**src/rtl/barrett_mu_gen.sv**
```systemverilog
// ---------------------------------------------------------------------------
// barrett_mu_gen
//
// Computes the Barrett reduction constant mu = floor(2^64 / q) for a 64-bit
// unsigned modulus q, using a bit-serial restoring divider. The divider
// produces one quotient bit per cycle, MSB first.
//
// Handshake: a request is accepted on a rising edge where the block is IDLE
// and start=1; q is captured on that same edge. busy rises from the accepting
// edge and stays high until the block returns to IDLE. start is ignored
// whenever busy=1. done is a single-cycle pulse that marks mu/err as freshly
// updated. There is no back-pressure: the result must be taken while done=1,
// and it remains readable on mu/err until the next completion.
//
// Ports:
//   clk        system clock, rising edge
//   rst        synchronous, active-high reset
//   start      request strobe, only looked at in IDLE
//   q          64-bit modulus, captured on the accepting edge
//   busy       high in CALC and DONE
//   done       high for the single DONE cycle
//   mu         floor(2^64 / q); all ones when q < 2
//   err        set with done when q < 2
//   dbg_state  current FSM state (0 IDLE, 1 CALC, 2 DONE)
// ---------------------------------------------------------------------------
module barrett_mu_gen (
    input  logic        clk,
    input  logic        rst,
    input  logic        start,
    input  logic [63:0] q,
    output logic        busy,
    output logic        done,
    output logic [63:0] mu,
    output logic        err,
    output logic [1:0]  dbg_state
);

    typedef enum logic [1:0] {
        S_IDLE = 2'd0,
        S_CALC = 2'd1,
        S_DONE = 2'd2
    } state_t;

    state_t      state;
    state_t      state_nx;

    logic [63:0] q_reg;
    logic [63:0] quo;
    logic [64:0] rem;
    logic [5:0]  cnt;

    logic        q_small;
    logic [64:0] rem_sh;
    logic [64:0] rem_sub;
    logic        q_bit;

    // One restoring-division step. rem is always < q_reg < 2^64, so the
    // shifted value fits in 65 bits without loss.
    always_comb begin
        rem_sh  = rem << 1;
        q_bit   = (rem_sh >= {1'b0, q_reg});
        rem_sub = rem_sh - {1'b0, q_reg};
        q_small = (q_reg[63:1] == 63'd0);
    end

    // State register
    always_ff @(posedge clk) begin
        if (rst) begin
            state <= S_IDLE;
        end else begin
            state <= state_nx;
        end
    end

    // Next-state logic. A degenerate modulus (q < 2) still spends one cycle
    // in CALC so that DONE is entered on the edge after acceptance; CALC
    // short-circuits straight to DONE in that case.
    always_comb begin
        state_nx = state;
        case (state)
            S_IDLE: begin
                if (start) begin
                    state_nx = S_CALC;
                end
            end
            S_CALC: begin
                if (q_small || (cnt == 6'd0)) begin
                    state_nx = S_DONE;
                end
            end
            S_DONE: begin
                state_nx = S_IDLE;
            end
            default: begin
                state_nx = S_IDLE;
            end
        endcase
    end

    // Datapath. The dividend 2^64 is represented by starting the remainder
    // at 1; the 64 shift steps then bring in the 64 zero bits below it.
    always_ff @(posedge clk) begin
        if (rst) begin
            q_reg <= 64'd0;
            quo   <= 64'd0;
            rem   <= 65'd0;
            cnt   <= 6'd0;
            mu    <= 64'd0;
            err   <= 1'b0;
        end else begin
            case (state)
                S_IDLE: begin
                    if (start) begin
                        q_reg <= q;
                        rem   <= 65'd1;
                        cnt   <= 6'd63;
                        quo   <= 64'd0;
                    end
                end
                S_CALC: begin
                    if (q_small) begin
                        mu  <= {64{1'b1}};
                        err <= 1'b1;
                    end else begin
                        rem <= q_bit ? rem_sub : rem_sh;
                        quo <= {quo[62:0], q_bit};
                        cnt <= cnt - 6'd1;
                        if (cnt == 6'd0) begin
                            mu  <= {quo[62:0], q_bit};
                            err <= 1'b0;
                        end
                    end
                end
                default: begin
                end
            endcase
        end
    end

    // Outputs
    always_comb begin
        busy      = (state != S_IDLE);
        done      = (state == S_DONE);
        dbg_state = state;
    end

endmodule

```
**config.mk**
```make
export PLATFORM = sky130hd
export DESIGN_NAME = barrett_mu_gen
export DESIGN_NICKNAME = d
export VERILOG_FILES = /design/src/rtl/barrett_mu_gen.sv
export SDC_FILE = /design/constraint.sdc
export NUM_CORES = 1
export LEC_CHECK = 0
export ABC_CLOCK_PERIOD_IN_PS = 4200
export CAP_MARGIN = 0
export CORE_MARGIN = 3
export CORE_UTILIZATION = 45
export CTS_BUF_LIST = sky130_fd_sc_hd__clkbuf_8
export DETAILED_ROUTE_END_ITERATION = 6
export PLACE_DENSITY_LB_ADDON = 0.25
export SLEW_MARGIN = 0
export SYNTH_ARGS = -nofsm -noshare
export SYNTH_HDL_FRONTEND = slang
export SYNTH_SLANG_ARGS = --single-unit
export TNS_END_PERCENT = 5
```
**constraint.sdc**
```tcl
create_clock -name clk -period 4.2 [get_ports clk]
set_input_delay 1.26 -clock clk [delete_from_list [all_inputs] [get_ports clk]]
set_output_delay 1.26 -clock clk [all_outputs]
set_load 0.01 [all_outputs]
```
### Word-level counts from Yosys, hierarchy flattened

Index checks and enable logic that the tools add are counted.
Widths: inputs -> output; s select.

* register bits after elaboration: 264
* word-level logic and storage cells: 43

* equality and inequality tests: 5
* reduce and logical (&&, ||, !) cells: 11
* mux-type cells: 17
* magnitude comparators: 1
* add/subtract/negate cells: 2

Operators by type and width (count)
* $mux 64: 5
* $pmux 64 s2: 1
* $mux 63: 2
* $pmux 63 s2: 1
* $ge 65x64->1: 1
* $sub 64x64->64: 1
* $logic_not 63->1: 1
* $mux 6: 2
* $pmux 6 s2: 1
* $logic_not 6->1: 1
* $ne 2x2->1 const B: 3
* $reduce_and 2->1: 3
* $reduce_bool 2->1: 3
* $sub 6x1->6 const B: 1
* $mux 2: 2
* $pmux 2 s2: 1
* $reduce_and 3->1: 1
* $eq 2x1->1 const B: 1
* $eq 2x2->1 const B: 1
* $logic_not 2->1: 1
* $mux 1: 2
* $logic_or 1x1->1: 1

### Longest topological paths before layout

* word-level depth: 4
* depth in mapped cells: 16
* depth with buffers taken out: 13

### Worst setup path before layout

Ideal clock, no wire load.

* path kind: reg2reg
* start point: register q_reg[20]
* end point: register rem[58]
* path buffers: 2
* period minus slack after synthesis: 3.096 ns
* path slack: 1.104 ns
* setup time: 0.122 ns
* data required time: 4.078 ns
* stages on the path, launching flop included: 16
* arrival time: 2.974 ns
* path through: dfxtp_1 -> inv_1 -> ha_1 -> buf_2 -> and3_1 -> nand2_1 -> or3_1 -> nor2_1 -> a211oi_2 -> o31ai_4 -> a21oi_2 -> o311ai_4 -> buf_6 -> mux2i_1 -> nor2_1 -> a221o_1

* word-level cells in the longest chain between the ends: 4
* elaborated cells between the ends (all ways): 8

Ends and longest elaborated chain
* from (decl): RTL line 47 `logic [63:0] q_reg;`
* from (signal assigned): RTL line 114 `q_reg <= q;`
* $sub 64x64->64 or $ge 65x64->1 (tied branches): RTL line 62, 61
* $mux 64: RTL line 125 `rem <= q_bit ? rem_sub : rem_sh;`
* $mux 64: RTL line 121 `if (q_small) begin`
* $pmux 64 s2: RTL line 111 `case (state)`
* to (signal assigned): RTL line 125
* to (decl): RTL line 49 `logic [64:0] rem;`

Several ways; a longest one is shown, not always the timed one. The select of a mux whose other input is x is not followed.
A chain may end at the register's enable or synchronous reset.

### Worst setup path in the final report

* start point: register q_reg[2]
* end point: register rem[24]

Same word-level chain as after synthesis.

==> flow_summary.toml <==
[logic_synthesis]
async_reset_ff_frac = 0
ys.flop_type = "dfxtp_1"
synth_cells = 1820
synth_top_family_by_area = "simple AND/OR/NAND/NOR gates"
ys_top_cells_by_count = "nand2_1, dfxtp_1, a21oi_1"
synth-compound-area-share = 0.194
seq_area_frac_synth = 0.387
synth-simple-area-share = 0.236
synth_seq_cells = 264
muxShareOfSynthArea = 0.0220
syn-cell-area_um2 = 13700
synth_most_common_cell = "nand2_1"
synth.distinct_cells = 56
synth_xor_area_frac = 0.0410
synth_area_leaders = "dfxtp_1, nand2_1, a21oi_1"
yosys.area.top_type = "dfxtp_1"
synth_edf_count = 0
syn_area_per_cell_um2 = 7.51
yosys.area.top_type_share = 0.387
synthAdderAreaFrac = 0.0619
syn-num-nets = 1954
yosysWarnings = 0

[critical_path]
r2r_cells = 13
timing.rr.end = "rem[24]"
reg2reg_from = "q_reg[2]"
cp_slowest_stage_delay_ns = 0.44
start_kind = "flop"
path_common_cell = "a211oi_1"
cp_slowest_cell = "buf_4"
cp-end-kind = "flop"
path_depth = 13
r2r_setup_slack_ns = 0.43
required_ns = 4.57
critPathTopFamily = "compound AO/OA/AOI/OAI gates"
startpoint = "q_reg[2]"
path_class = "reg2reg"
cp_data_arrival_time_ns = 4.14
critPathBufInv = 2
path_cells = "inv_1 > ha_1 > a21oi_1 > a211oi_1 > nor2_1 > o21ai_1 > a211oi_2 > o31ai_4 > a21oi_2 > o311ai_4 > buf_4 > mux2i_1 > a211oi_1"
critPathCapture = "rem[24]"
crit_path_max_fanout = 29

[finish]
layout.nets = 2041
areaGrowthSynthToFinish_pct = 18.6
layoutNonFillerInstCount = 2328
antenna-diode-count = 0
drive_gt1_frac = 0.0557

[global_routing]
antenna_found_initial = 0
grt_pass1_wl_um = 61900
track_usage = 0.221
grt_max_degree = 98
grt_overflow = 0
grt_pass1_vias = 12600

[timing]
finalHoldViolations = 0
setup_violations = 0
fin_tns_setup_ns = 0
fin_skew_ns = 0.0453
slew_viol_final = 0
fmax_ghz = 0.265
relSlewSlack = 0.342
fin_crit_ns = 3.77
rsz0062_at_grt = "no"
worst_pin_slew_ns = 0.987
fin_crit_sh = 0.897

[routing]
vias_per_cell = 5.54
vias = 12900
wirelength_um = 36700
drc_errors = 0
drt-wirelength-per-cell_um = 15.8
dr.pass1.iters = 5
drt_iter0_markers = 604
antenna_left = 0

[clock_tree]
cts-hold-fix-buffers = 0
cts_sinks = 264
clk_pin_slew_ns = 0.05
cts_root_buf = "clkbuf_8"
numCtsBuffers = 45
clkLatencyLatePin_ns = 0.58
cts_tree = "yes"
cts_resized = 0
post_cts_buffers = 0
clk_path_buf_depth = 3
cts.htree.levels = 2

[placement]
io_buffer_count = 135
globalplace.congestion = 0.940
dp_hpwl_um = 25200
dp.cells = 2250

[job]
drv_cap = 0

[pwr]
power_leakage_uw = 0.00629
powerDensity_nw_per_um2 = 668
ir_worst_vdd_mv = 0.327

[die]
die_y_um = 180
initial_core_util = 0.459
dieWidth_um = 180
placementRows = 63
coreArea_um2 = 29800
ios = 136
dieArea_um2 = 32500

[status]
status = "completed"

[worst_hold_path]
min_path_type = "reg2reg"
hold_depth = 2
tightest hold or removal path, stage by stage (launching register included):
cell	delay, ns
dfxtp_1	0.32
nand2_1	0.05
o21ai_1	0.05
area by class of cell:
| type | instances | area (um2) |
|---|---|---|
| Clock inverter | 19 | 110 |
| Fill cell | 2936 | 13600 |
| Clock buffer | 59 | 812 |
| Sequential cell | 264 | 5290 |
| Tap cell | 390 | 488 |
| Timing Repair Buffer | 158 | 1560 |
| Inverter | 86 | 323 |
| Multi-Input combinational cell | 1352 | 7620 |
cell families after synthesis:
logic type	after synthesis
simple gates	732
mux	30
buf+inv	204
xor+xnor	64
compound gates	459
flops	264
fa+ha+maj	67
routing by layer:
layer,global-route usage,routed length (um)
met5,0,0
met4,0.0642,965
met3,0.0569,2590
met2,0.351,16200
met1,0.298,17000
metrics by stage:
stage | cell area (um2) | total power [uW] | hold slack (ns) | util | setup WS [ns]
after floorplan | 13700 | 7190 | 0.440 | - | 1.10
after global placement | 15300 | 8420 | 0.454 | 0.513 | 0.620
after detailed placement | 15300 | 8440 | 0.460 | 0.513 | 0.506
after CTS | 16200 | 10800 | 0.466 | 0.544 | 0.442
after global routing | 16200 | 11700 | 0.483 | 0.544 | 0.158
final | 16200 | 10800 | 0.466 | 0.544 | 0.431
cells in the final DEF (no fill, tap or decap), types with 3 or more instances in the layout:
master           count
inv_1               97
and3_1               5
nor2b_1             10
clkbuf_8            59
buf_12               3
nand4_1             21
o21ai_0             70
a21boi_0             4
a31oi_1              8
nand3_1             81
dfxtp_1            264
nand2_1            310
xor2_1              26
a21o_1              25
mux2i_1             30
a221o_1              3
a211oi_1             8
o21ai_1             44
a21oi_1            223
clkinv_2             5
clkdlybuf4s50_1    134
a22oi_1             17
a41oi_1              3
ha_1                66
o211ai_1             6
nand2b_1             8
nor2_1             123
xnor2_1             38
o21a_1               8
o21bai_1            22
nor4_1              18
buf_4               20
or2_2                3
nor3_1             140
how the worst min path moves through the flow:
| stage | start | endpoint | slack [ns] |
|---|---|---|---|
| finish | rem[22] | rem[22] | 0.47 |
| global placement | rem[39] | rem[39] | 0.45 |
| global route | quo[33] | quo[34] | 0.48 |
| floorplan | rem[13] | rem[13] | 0.44 |
| detailed placement | rem[21] | rem[21] | 0.46 |
| CTS | quo[34] | quo[35] | 0.47 |
power breakdown:
group          internal (uW)  total (uW)  switching, uW  leakage (uW)
clock                   1270        2330           1060      0.000523
combinational           2250        5550           3300       0.00362
sequential              2750        2940            198       0.00214
total                   6260       10800           4560       0.00629
(Power assumes the default switching activity.)
